File: config.mk
export PLATFORM = sky130hd
export DESIGN_NAME = irq_claim_unit
export DESIGN_NICKNAME = d
export VERILOG_FILES = /design/src/rtl/irq_claim_unit.sv
export SDC_FILE = /design/constraint.sdc
export NUM_CORES = 1
export LEC_CHECK = 0
export BUFFER_PORTS_ARGS = -buffer_cell sky130_fd_sc_hd__buf_2
export CORE_MARGIN = 2
export CORE_UTILIZATION = 52
export DETAILED_ROUTE_END_ITERATION = 16
export GPL_TIMING_DRIVEN = 0
export HOLD_SLACK_MARGIN = 0.06
export PLACE_DENSITY_LB_ADDON = 0.12
export SYNTH_ARGS = -nofsm -noshare
export SYNTH_HDL_FRONTEND = slang
export SYNTH_SLANG_ARGS = --single-unit
File: constraint.sdc
create_clock -name clk -period 2 [get_ports clk]
set_input_delay 0.4 -clock clk [delete_from_list [all_inputs] [get_ports clk]]
set_output_delay 0.4 -clock clk [all_outputs]
set_load 0.02 [all_outputs]
File: src/rtl/irq_claim_unit.sv
// Core-side interrupt claim unit: captures peripheral status into pending, masks it,
// raises irq and runs a lowest-index-first claim/complete handshake. Define IRQ_LEVEL_EN for level-sensitive pending.
module irq_claim_unit #(
   parameter int unsigned NSRC = 13,
   parameter int unsigned ID_W = 5
) (
   input  logic             clk,
   input  logic             n_rst,
   input  logic [NSRC-1:0]  status,
   input  logic             wen,
   input  logic             ren,
   input  logic [1:0]       addr,
   input  logic [31:0]      wdata,
   output logic [31:0]      rdata,
   output logic             rvalid,
   output logic             irq,
   output logic [ID_W-1:0]  active_id
);

   localparam logic [1:0] IDLE    = 2'd0;
   localparam logic [1:0] ARMED   = 2'd1;
   localparam logic [1:0] SERVICE = 2'd2;

   localparam logic [1:0] A_PENDING = 2'd0;
   localparam logic [1:0] A_ENABLE  = 2'd1;
   localparam logic [1:0] A_CLAIM   = 2'd2;
   localparam logic [1:0] A_ACTIVE  = 2'd3;

   localparam logic [ID_W-1:0] NO_ID  = '1;
   localparam logic [NSRC-1:0] EN_RST = NSRC'(32'h0000_006D);

   logic [1:0]      state;
   logic [1:0]      state_n;
   logic [NSRC-1:0] pending;
   logic [NSRC-1:0] pending_n;
   logic [NSRC-1:0] status_q;
   logic [NSRC-1:0] enable;
   logic [NSRC-1:0] req;
   logic [NSRC-1:0] sel_oh;
   logic [ID_W-1:0] sel;
   logic            any_req;
   logic            rd;
   logic            wr_pend;
   logic            wr_en;
   logic            claim_take;
   logic            cmpl;
   logic [31:0]     rd_val;
   logic            unused_bits;

   assign req     = pending & enable;
   assign any_req = |req;

   // Lowest-index requesting source, both as an ID and as a one-hot clear mask
   always_comb begin
      sel    = NO_ID;
      sel_oh = '0;
      for (int i = int'(NSRC) - 1; i >= 0; i--) begin
         if (req[i]) begin
            sel       = ID_W'(i);
            sel_oh    = '0;
            sel_oh[i] = 1'b1;
         end
      end
   end

   // A simultaneous write wins over a read; the read is dropped entirely
   assign rd         = ren & ~wen;
   assign wr_pend    = wen && (addr == A_PENDING);
   assign wr_en      = wen && (addr == A_ENABLE);
   assign claim_take = rd && (addr == A_CLAIM) && (state == ARMED) && any_req;
   assign cmpl       = wen && (addr == A_CLAIM) && (state == SERVICE) &&
                       (wdata[ID_W-1:0] == active_id);

   always_comb begin
      state_n = state;
      case (state)
         IDLE:    if (any_req) state_n = ARMED;
         ARMED: begin
            if (claim_take)    state_n = SERVICE;
            else if (!any_req) state_n = IDLE;
         end
         SERVICE: if (cmpl) state_n = IDLE;
         default: state_n = IDLE;
      endcase
   end

`ifdef IRQ_LEVEL_EN
   assign pending_n   = status;
   assign unused_bits = ^{wdata[31:NSRC], status_q, wr_pend, sel_oh};
`else
   // New edges are OR-ed in after clearing so a same-cycle set beats a clear
   assign pending_n = (pending & ~((wr_pend ? wdata[NSRC-1:0] : '0) |
                                   (claim_take ? sel_oh : '0)))
                      | (status & ~status_q);
   assign unused_bits = ^wdata[31:NSRC];
`endif

   always_comb begin
      rd_val = '0;
      case (addr)
         A_PENDING: rd_val = 32'(pending);
         A_ENABLE:  rd_val = 32'(enable);
         A_CLAIM:   rd_val = claim_take ? 32'(sel) : 32'(NO_ID);
         A_ACTIVE:  rd_val = 32'(active_id);
         default:   rd_val = '0;
      endcase
   end

   always_ff @(posedge clk or negedge n_rst) begin
      if (!n_rst) state <= IDLE;
      else        state <= state_n;
   end

   always_ff @(posedge clk or negedge n_rst) begin
      if (!n_rst) begin
         pending   <= '0;
         status_q  <= '0;
         enable    <= EN_RST;
         irq       <= 1'b0;
         rdata     <= '0;
         rvalid    <= 1'b0;
         active_id <= NO_ID;
      end else begin
         status_q <= status;
         pending  <= pending_n;
         if (wr_en) enable <= wdata[NSRC-1:0];
         rvalid <= rd;
         if (rd) rdata <= rd_val;
         // irq only while ARMED is held, so it drops together with the claim data
         irq <= (state == ARMED) && (state_n == ARMED);
         if (claim_take)  active_id <= sel;
         else if (cmpl)   active_id <= NO_ID;
      end
   end

endmodule

# Word level (Yosys, flattened, before mapping)

Cells that the tools add are included.

Memories: 0
Bits in writable memories: 0
Flip-flop bits (word level): 80
Bits in latches: 0
Memory bits (read-only): 0
Output and inout port bits: 39

Equality and inequality tests: 7
Bitwise gates (word level): 9
Muxes and demuxes: 37
$lt $le $gt $ge: 0
Divide/modulo/power cells: 0
Multiply operators: 0
Reductions and logical operators: 13
Add/subtract/negate cells: 0
Shift-type cells: 0

Operators by type and width:

| kind                                                                   | count |
|---|---|
| 13-bit two-way mux                                                     | 15 |
| 32-bit one-hot mux with 4 select lines                                 | 1 |
| 5-bit two-way mux                                                      | 16 |
| 13-bit AND                                                             | 3 |
| 13-bit inverter                                                        | 2 |
| 13-bit OR                                                              | 2 |
| 13-bit OR reduction                                                    | 1 |
| 1-bit logical AND                                                      | 9 |
| 2-bit two-way mux                                                      | 4 |
| 2-bit by 1-bit equality test with 1-bit output (second input constant) | 3 |
| 2-bit equality test (second input constant)                            | 3 |
| 2-bit one-hot mux with 3 select lines                                  | 1 |
| 5-bit equality test                                                    | 1 |
| 2-bit zero test                                                        | 2 |
| 2-bit nonzero test                                                     | 1 |
| 1-bit AND                                                              | 1 |
| 1-bit inverter                                                         | 1 |

# Depth between registers and ports, before layout

Gate-level depths: netlist (run 1).

Depth after elaboration: 19
Depth in mapped cells: 6
Depth with buffers taken out: 5

# Worst setup path before layout (run 1)

No wires, ideal clock.

Path type: flip-flop to flip-flop
From: reg enable[5]
To: reg pending[4]
Setup slack: 547 ps
Data arrival time: 1,331 ps
Cell stages (with the launch flop): 6
Buffers on the path: 0
Cells stage by stage: dfstp_2 -> a22oi_2 -> nand4_2 -> o21a_2 -> nand4_1 -> a32o_1

Cells in the longest elaborated chain, start to end: 12
Elaborated cells on any way between the ends: 14
Those cells by class: 7 x mux; 5 x bitwise; 2 x reduce/logical

Ends and longest elaborated chain:

| item                             | RTL line | source |
|---|---|---|
| start, declared                  | 37       | `logic [NSRC-1:0] enable;` |
| start signal, assigned           | 126      | `if (wr_en) enable <= wdata[NSRC-1:0];` |
| 13-bit AND (*)                   | 50       | `assign req = pending & enable;` |
| 13-bit two-way mux (6 in series) | 58       | `if (req[i]) begin` |
| 13-bit two-way mux (*)           | 93       | `(claim_take ? sel_oh : '0)))` |
| 13-bit OR (*)                    | 92       | `assign pending_n = (pending & ~((wr_pend ? wdata[NSRC-1:0] : '0) \|` |
| 13-bit inverter (*)              | 92       |  |
| 13-bit AND (*)                   | 92       |  |
| 13-bit OR (*)                    | 94       | `\| (status & ~status_q);` |
| via pending_n[4]                 | 35       | `logic [NSRC-1:0] pending_n;` |
| end signal, assigned             | 125      | `pending <= pending_n;` |
| end, declared                    | 34       | `logic [NSRC-1:0] pending;` |

The timed path passes the listed nets; every way through them passes the cells marked *.
A chain may end at the register's enable or synchronous reset.

# Worst setup path after layout (run 1)

From: reg pending[9]
To: reg rdata[4]

Cells in the longest elaborated chain, start to end: 13
Elaborated cells on any way between the ends: 15
Those cells by class: 12 x mux; 1 x bitwise; 2 x reduce/logical

Ends and longest elaborated chain:

| item                                       | RTL line | source |
|---|---|---|
| 13-bit AND (*)                             | 50       |  |
| 5-bit two-way mux (10 in series)           | 58       |  |
| 5-bit two-way mux (*)                      | 103      | `A_CLAIM: rd_val = claim_take ? 32'(sel) : 32'(NO_ID);` |
| 32-bit one-hot mux with 4 select lines (*) | 100      | `case (addr)` |
| end signal, assigned                       | 128      | `if (rd) rdata <= rd_val;` |
| end, declared                              | 14       | `output logic [31:0] rdata,` |

Every way passes the cells marked *; elsewhere a longest branch is shown, timed or not. The select of a mux whose other input is x is not followed.

==> flow_metrics.env, run 1 <==
export IMPL_status="finished, final reports clean"
export IMPL_switching_share_pct=32.6
export IMPL_via_per_inst=5.27
export IMPL_firstDrtPassIters=4
export IMPL_reg2reg_depth=6
export IMPL_grt_ovfl_total=0
export IMPL_antennaDiodeCount=0
export IMPL_combPwrFrac_pct=25.4
export IMPL_grt_max_degree=62
export IMPL_cp_startpoint="pending[9]"
export IMPL_cts_tree="done"
export IMPL_relSlewSlack_pct=50.3
export IMPL_synthArstFlopShare_pct=100
export IMPL_worst_path_max_delay_cell="dfrtp_1"
export IMPL_ys_ff_latch=61
export IMPL_skew_ns=0.00784
export IMPL_clock_path_buffers=2
export IMPL_cp_required_ns=2.27
export IMPL_numCtsBuffers=9
export IMPL_start_util_pct=53.0
export IMPL_cp_end_kind="flop"
export IMPL_track_usage_pct=22.2
export IMPL_num_rows=28
export IMPL_p_switching_w=0.00123
export IMPL_clockPowerShare_pct=29.1
export IMPL_syn_area_um2=3080
export IMPL_routed_wl_um=6700
export IMPL_ant_nets=0
export IMPL_area_growth_synth_to_final_pct=20.0
export IMPL_arrival_ns=1.98
export IMPL_core_area_um2=5820
export IMPL_worstMarginPinSlew_ns=0.746
export IMPL_finalNonFillerCells=453
export IMPL_rsz0062_at_grt="no"
export IMPL_ys_seq_area_share_pct=49.9
export IMPL_synth_edff_count=0
export IMPL_wl_per_cell_um=14.8
export IMPL_finalHoldViolations=0
export IMPL_nets=424
export IMPL_maxCapViolations=0
export IMPL_r2r_start="pending[9]"
export IMPL_p_seq_share_pct=45.5
export IMPL_fin_crit_ns=1.71
export IMPL_dp_cells=437
export IMPL_slowest_delay_ns=0.43
export IMPL_drt_iter0_drc=118
export IMPL_grt_pass1_wl_um=10800
export IMPL_layout_common_cells="54 x buf_2, 51 x dfrtp_1, 48 x nand2_1"
export IMPL_drive_gt1_share_pct=33.6
export IMPL_boundaryPins=90
export IMPL_crit_top_cell="o21ai_2"
export IMPL_path_class="flop to flop"
export IMPL_gp_congestion=0.882
export IMPL_fmax_ghz=0.585
export IMPL_post_dp_hpwl_um=4910
export IMPL_cts_setup_buffers=0
export IMPL_portBuffers=51
export IMPL_htreeDepth=3
export IMPL_leakagePower_nw=1.74
export IMPL_final_common_cell="buf_2"
export IMPL_synth_main_ff_cell="dfrtp_1"
export IMPL_cts_resized=0
export IMPL_dieArea_um2=6560
export IMPL_critPathBufInv=1
export IMPL_yosysWarnings=0
export IMPL_slew_violations=0
export IMPL_clk_pin_slew_ns=0.06
export IMPL_hold_buffers=0
export IMPL_cellPowerDensity_nw_per_um2=1020
export IMPL_critical_path_top_delay_family="compound AO/OA/AOI/OAI gates"
export IMPL_period_share_pct=85.5
export IMPL_start_kind="flop"
export IMPL_power_internal_w=0.00254
export IMPL_cts_root_buf="clkbuf_8"
export IMPL_drc=0
export IMPL_min_path_type="input port to async pin"
export IMPL_antenna_found_initial=0
export IMPL_vdd_drop_max_uv=564
export IMPL_die_w_um=81.0
export IMPL_synth_cell_type_count=59
export IMPL_worst_skew_pair_late_latency_ns=0.34
export IMPL_postSynthAreaPerCell_um2=10.5
export IMPL_cts_sinks=61
export IMPL_path_cells="a22oi_2 -> nand3_2 -> o21ai_2 -> buf_6 -> o221ai_2 -> o21ai_2"
export IMPL_via_count=2389
export IMPL_setup_violations=0
export IMPL_cp_depth=6
export IMPL_grt_pass1_vias=2206
export IMPL_critPathMaxFanout=10
export IMPL_die_h_um=81.0
export IMPL_syn_inst=293
export IMPL_fin_tns_setup_ns=0
==> cell usage after synthesis (3+ instances only) <==
| cell | instances | area share (%) |
|---|---|---|
| nand2_1 | 48 | 5.8 |
| inv_1 | 14 | 1.7 |
| o211ai_1 | 10 | 2.4 |
| a22oi_2 | 3 | 1.2 |
| mux2_2 | 14 | 5.1 |
| nand2b_1 | 3 | 0.61 |
| dfstp_2 | 10 | 8.5 |
| clkbuf_1 | 3 | 0.37 |
| o21ai_2 | 3 | 0.85 |
| nand3_1 | 9 | 1.5 |
| a32o_1 | 3 | 0.97 |
| buf_4 | 19 | 4.6 |
| o21ai_0 | 19 | 3.1 |
| xor2_1 | 5 | 1.4 |
| mux2i_1 | 12 | 3.9 |
| dfrtp_1 | 51 | 41 |
| buf_2 | 4 | 0.65 |
| a21oi_1 | 7 | 1.1 |
| nor2_1 | 8 | 0.97 |
==> registers in the layout (all words and copies together), names as in the netlist <==
signal / flops
enable: 13
pending: 13
rdata: 13
status_q: 13
active_id: 5
state: 2
irq: 1
rvalid: 1
==> power by group through the flow <==
stage / Combinational [W] / Clock [W] / Sequential, W
floorplan: 0.000555 / 0 / 0.00181
global placement: 0.000941 / 0 / 0.00172
detailed placement: 0.000957 / 0 / 0.00173
CTS: 0.000961 / 0.00112 / 0.00171
global route: 0.00106 / 0.00117 / 0.00174
finish: 0.000955 / 0.00110 / 0.00171
==> cells by family after synthesis <==
group           Yosys count  synth area share, %
buf+inv                  41                 7.71
xor+xnor                  5                 1.42
compound gates           68                 16.6
mux                      26                 9.01
other cells               1                0.122
simple gates             91                 15.1
flops                    61                 49.9
==> worst register-to-register path, delay by kind of cell, from the launching register on <==
kind	cells	cell delay, ns
compound gates	4	0.84
buf+inv	1	0.17
flops	1	0.43
simple gates	1	0.21
==> worst paths after layout <==
| kind | end | slack (ns) |
|---|---|---|
| setup / recovery | rdata[4] | 0.29 |
| hold / removal | rdata[9] | 0.13 |
| setup reg to reg | rdata[4] | 0.29 |
| hold reg to reg | pending[2] | 0.42 |
| max in group asynchronous | status_q[6] | 1.38 |
| min in group clk | status_q[3] | 0.18 |
==> area by class of cell <==
| type | instances | area [um2] |
|---|---|---|
| repair buffers | 51 | 258 |
| fillers | 502 | 2120 |
| flip-flops and latches | 61 | 1540 |
| multi-input cells | 209 | 1370 |
| well taps | 75 | 93.8 |
| inverters | 14 | 52.6 |
| clock inverters | 1 | 30.0 |
| clock buffers | 15 | 166 |
| plain buffers | 27 | 185 |
==> routing by layer <==
layer | GRT usage (%) | up-vias | share of wire, %
met5 | 0 | - | 0
met4 | 9.49 | 0 | 2.5
met3 | 4.89 | 18 | 6.5
met2 | 31.9 | 74 | 43
met1 | 32.4 | 1132 | 48
li1 | - | 1165 | -
==> metrics by stage <==
stage	utilization [%]	total power [W]	area [um2]	hold WS (ns)	setup slack (ns)
CTS	63.5	0.00379	3690	0.166	0.297
global route	63.6	0.00398	3700	0.167	0.148
detailed placement	60.2	0.00269	3500	0.411	-0.0117
finish	63.6	0.00376	3700	0.133	0.290
floorplan	-	0.00237	3150	0.104	0.547
global placement	60.2	0.00266	3500	0.403	0.00684
(Power assumes the default switching activity.)
==> run 2, diff against run 1 <==
--- a/config.mk
+++ b/config.mk
@@ -6,6 +6,7 @@
 export NUM_CORES = 1
 export LEC_CHECK = 0
 export BUFFER_PORTS_ARGS = -buffer_cell sky130_fd_sc_hd__buf_2
+export CORE_ASPECT_RATIO = 0.8
 export CORE_MARGIN = 2
 export CORE_UTILIZATION = 52
 export DETAILED_ROUTE_END_ITERATION = 16
==> flow_metrics.env, run 2 (same netlist as run 1, synthesis figures left out) <==
export IMPL_finalPower_w=0.00375
export IMPL_worstMarginPinSlew_ns=0.750
export IMPL_antennaDiodeCount=0
export IMPL_critical_path_top_delay_family="compound AO/OA/AOI/OAI gates"
export IMPL_cp_end_kind="flop"
export IMPL_cp_required_ns=2.26
export IMPL_setup_slack_ns=0.231
export IMPL_nFillCells=534
export IMPL_worst_path_max_delay_cell="dfrtp_1"
export IMPL_skew_ns=0.00667
export IMPL_pre_cts_ws_ns=0.0241
export IMPL_slowest_delay_ns=0.44
export IMPL_fin_crit_ns=1.77
export IMPL_relSlewSlack_pct=50.0
export IMPL_status="finished, final reports clean"
export IMPL_drt_iter0_drc=141
export IMPL_critPathBufInv=1
export IMPL_post_dp_hpwl_um=5140
export IMPL_start_kind="flop"
export IMPL_area_growth_synth_to_final_pct=20.1
export IMPL_clock_path_buffers=2
export IMPL_cts_sinks=61
export IMPL_fmax_ghz=0.565
export IMPL_wl_per_cell_um=15.0
export IMPL_firstDrtPassIters=4
export IMPL_cts_resized=0
export IMPL_nets=424
export IMPL_vdd_drop_max_uv=604
export IMPL_die_w_um=90.1
export IMPL_layout_common_cells="54 x buf_2, 51 x dfrtp_1, 48 x nand2_1"
export IMPL_cellPowerDensity_nw_per_um2=1010
export IMPL_cts_setup_buffers=0
export IMPL_start_util_pct=53.0
export IMPL_arrival_ns=2.03
export IMPL_via_per_inst=5.23
export IMPL_crit_top_cell="a21oi_1"
export IMPL_path_cells="a22oi_4 -> nand4_2 -> o21ai_2 -> buf_6 -> a21oi_1 -> a21oi_1"
export IMPL_final_common_cell="buf_2"
export IMPL_final_util_pct=63.6
export IMPL_critPathMaxFanout=10
export IMPL_ant_nets=0
export IMPL_drive_gt1_share_pct=34.4
export IMPL_via_count=2400
export IMPL_dieArea_um2=6560
export IMPL_period_share_pct=88.4
export IMPL_routed_wl_um=6900
export IMPL_fin_tns_setup_ns=0
export IMPL_core_area_um2=5820
export IMPL_slew_violations=0
export IMPL_numCtsBuffers=9
export IMPL_path_class="flop to flop"
export IMPL_ff_latch_area_um2=1540
export IMPL_maxCapViolations=0
export IMPL_boundaryPins=90
export IMPL_leakagePower_nw=1.75
export IMPL_portBuffers=51
export IMPL_grt_pass1_wl_um=11200
export IMPL_track_usage_pct=22.7
export IMPL_grt_pass1_vias=2247
export IMPL_cts_root_buf="clkbuf_8"
export IMPL_die_h_um=72.9
export IMPL_finalHoldViolations=0
export IMPL_grt_max_degree=62
export IMPL_cts_tree="done"
export IMPL_htreeDepth=3
export IMPL_gp_congestion=0.853
export IMPL_worst_skew_pair_late_latency_ns=0.35
export IMPL_grt_ovfl_total=0
export IMPL_rsz0062_at_grt="no"
export IMPL_min_path_type="input port to async pin"
export IMPL_antenna_found_initial=0
export IMPL_multi_input_area_um2=1370
export IMPL_clk_pin_slew_ns=0.07
export IMPL_drc=0
export IMPL_hold_ws_ns=0.121
export IMPL_num_rows=25
export IMPL_setup_violations=0
export IMPL_hold_buffers=0
export IMPL_r2r_setup_slack_ns=0.23
==> run 2: changes by cell type in the layout (fill, tap and decap cells not counted), sizes merged <==
cell,change
clkbuf,-4
clkinv,+4
==> run 2: layer usage <==
| metal | share of wire (%) | track usage (%) | vias to the layer above |
|---|---|---|---|
| met5 | 0 | 0 | - |
| met4 | 1.3 | 7.69 | 0 |
| met3 | 7.7 | 7.95 | 9 |
| met2 | 43 | 33.8 | 90 |
| met1 | 48 | 31.5 | 1134 |
| li1 | - | - | 1167 |
==> run 2: power by group <==
group / switching [W] / total [W] / internal (W)
sequential: 0.000221 / 0.00171 / 0.00149
combinational: 0.000572 / 0.000972 / 0.000401
clock: 0.000467 / 0.00107 / 0.000600
total: 0.00126 / 0.00375 / 0.00249
==> run 2: through the flow <==
stage / instance area (um2) / cells
after floorplan: 3150 / 311
after global placement: 3510 / 443
after detailed placement: 3510 / 443
after CTS: 3700 / 459
after global routing: 3700 / 459
final: 3700 / 459
==> run 2: layout make-up <==
type / instances / area share [%]
multi-input cells: 209 / 37.1
clock buffers: 11 / 3.82
flip-flops and latches: 61 / 41.6
repair buffers: 51 / 6.97
well taps: 81 / 2.74
inverters: 14 / 1.42
plain buffers: 27 / 5.01
clock inverters: 5 / 1.35
==> run 2: final timing paths <==
path | from | endpoint | cells past startpoint
worst max-delay path | enable[1] | active_id[1] | 6
worst min-delay path | n_rst | rdata[9] | 1
worst max register to register | enable[1] | active_id[1] | 6
worst min register to register | status_q[6] | pending[6] | 1
max in group asynchronous | n_rst | pending[1] | 1
min in group clk | status[2] | status_q[2] | 1
==> run 3, diff against run 2 <==
--- a/config.mk
+++ b/config.mk
@@ -13,6 +13,7 @@
 export GPL_TIMING_DRIVEN = 0
 export HOLD_SLACK_MARGIN = 0.06
 export PLACE_DENSITY_LB_ADDON = 0.12
+export REMOVE_ABC_BUFFERS = 1
 export SYNTH_ARGS = -nofsm -noshare
 export SYNTH_HDL_FRONTEND = slang
 export SYNTH_SLANG_ARGS = --single-unit
==> flow_metrics.env, run 3 (same netlist as run 1, synthesis figures left out) <==
export IMPL_design_area_um2=3600
export IMPL_drt_iter0_drc=126
export IMPL_core_area_um2=5820
export IMPL_htreeDepth=3
export IMPL_maxCapViolations=0
export IMPL_place_area_um2=3340
export IMPL_antennaDiodeCount=0
export IMPL_via_per_inst=5.28
export IMPL_critPathMaxFanout=23
export IMPL_drive_gt1_share_pct=31.0
export IMPL_drt_met1_wl_um=3300
export IMPL_drc=0
export IMPL_cp_required_ns=2.22
export IMPL_layout_common_cells="51 x dfrtp_1, 50 x buf_2, 48 x nand2_1"
export IMPL_wl_met2_um=2860
export IMPL_cellPowerDensity_nw_per_um2=1120
export IMPL_critical_path_top_delay_family="simple AND/OR/NAND/NOR gates"
export IMPL_gp_congestion=0.865
export IMPL_area_growth_synth_to_final_pct=17.0
export IMPL_dieArea_um2=6560
export IMPL_slew_violations=0
export IMPL_worst_skew_pair_late_latency_ns=0.34
export IMPL_via_count=2288
export IMPL_cts_sinks=61
export IMPL_boundaryPins=90
export IMPL_relSlewSlack_pct=46.8
export IMPL_finalHoldViolations=0
export IMPL_die_h_um=72.9
export IMPL_numCtsBuffers=9
export IMPL_rsz0062_at_grt="no"
export IMPL_grt_ovfl_total=0
export IMPL_portBuffers=51
export IMPL_min_path_type="input port to async pin"
export IMPL_antenna_found_initial=0
export IMPL_vdd_drop_max_uv=600
export IMPL_nFillCells=520
export IMPL_pre_cts_ws_ns=-0.235
export IMPL_nets=398
export IMPL_arrival_ns=2.13
export IMPL_grt_pass1_vias=2147
export IMPL_multi_input_area_um2=1390
export IMPL_topRoutingLayerUsed="met4"
export IMPL_ff_latch_area_um2=1540
export IMPL_clock_path_buffers=2
export IMPL_num_rows=25
export IMPL_firstDrtPassIters=4
export IMPL_start_util_pct=53.0
export IMPL_critPathBufInv=1
export IMPL_finalPower_w=0.00402
export IMPL_die_w_um=90.1
export IMPL_route_met3_wl_um=340
export IMPL_clk_pin_slew_ns=0.07
export IMPL_path_cells="buf_2 -> nand3b_1 -> mux2_2"
export IMPL_cts_root_buf="clkbuf_8"
export IMPL_leakagePower_nw=1.65
export IMPL_cts_setup_buffers=0
export IMPL_wl_per_cell_um=15.1
export IMPL_final_common_cell="dfrtp_1"
export IMPL_status="finished, final reports clean"
export IMPL_setup_violations=0
export IMPL_period_share_pct=95.5
export IMPL_skew_ns=0.00766
export IMPL_hold_buffers=0
export IMPL_ant_nets=0
export IMPL_cp_end_kind="flop"
export IMPL_post_dp_hpwl_um=4750
export IMPL_finalNonFillerCells=433
export IMPL_track_usage_pct=21.4
export IMPL_routed_wl_um=6550
export IMPL_grt_pass1_wl_um=10800
export IMPL_fmax_ghz=0.523
export IMPL_fin_crit_ns=1.91
export IMPL_cts_tree="done"
export IMPL_setup_slack_ns=0.0894
export IMPL_grt_max_degree=62
export IMPL_path_class="input port to flop"
export IMPL_hold_ws_ns=0.120
export IMPL_worst_path_max_delay_cell="nand3b_1"
export IMPL_start_kind="input port"
export IMPL_dp_cells=417
export IMPL_slowest_delay_ns=0.72
export IMPL_worstMarginPinSlew_ns=0.796
[run 3: changes by cell type in the layout (fill, tap and decap cells not counted), sizes merged]
cell      change
buf          -23
clkinvlp      +1
clkbuf        -3
bufinv        +2
clkinv        -3
[run 3: per-stage QoR]
stage / utilization, % / setup TNS, ns
floorplan: - / 0
global placement: 57.1 / -12.46
detailed placement: 57.4 / -2.87
CTS: 61.8 / 0
global route: 62.0 / 0
finish: 62.0 / 0
[run 3: power breakdown]
| group | total [W] | internal [W] | switching (W) | leakage [nW] |
|---|---|---|---|---|
| clock | 0.00138 | 0.000897 | 0.000487 | 0.126 |
| sequential | 0.00171 | 0.00149 | 0.000218 | 0.688 |
| combinational | 0.000928 | 0.000373 | 0.000555 | 0.835 |
| total | 0.00402 | 0.00276 | 0.00126 | 1.65 |
[run 3: area by class of cell]
type / count / share of cell area [%]
Clock buffer: 11 / 4.20
Inverter: 14 / 1.46
Clock inverter: 5 / 2.95
Timing Repair Buffer: 52 / 7.46
Tap cell: 81 / 2.81
Multi-Input combinational cell: 209 / 38.4
Sequential cell: 61 / 42.7
[run 3: layer usage]
layer,global-route usage [%],vias up
met5,0,-
met4,4.62,0
met3,7.13,5
met2,30.7,68
met1,31.8,1107
li1,-,1108
[run 3: worst paths after layout]
kind	from	endpoint	slack, ns	depth (start not counted)
max	addr[0]	enable[10]	0.09	3
min reg2reg	status_q[11]	pending[11]	0.41	1
min in group clk	status[2]	status_q[2]	0.17	1
max reg2reg	enable[1]	rdata[4]	0.21	5
min	n_rst	state[0]	0.12	1
max in group asynchronous	n_rst	status_q[3]	1.38	1
[run 3: repair_timing]
item / in CTS / in global routing
hold endpoints to repair: 0 / 0
endpoints found under the setup margin: 0 / 2
gates resized for setup: 0 / 1
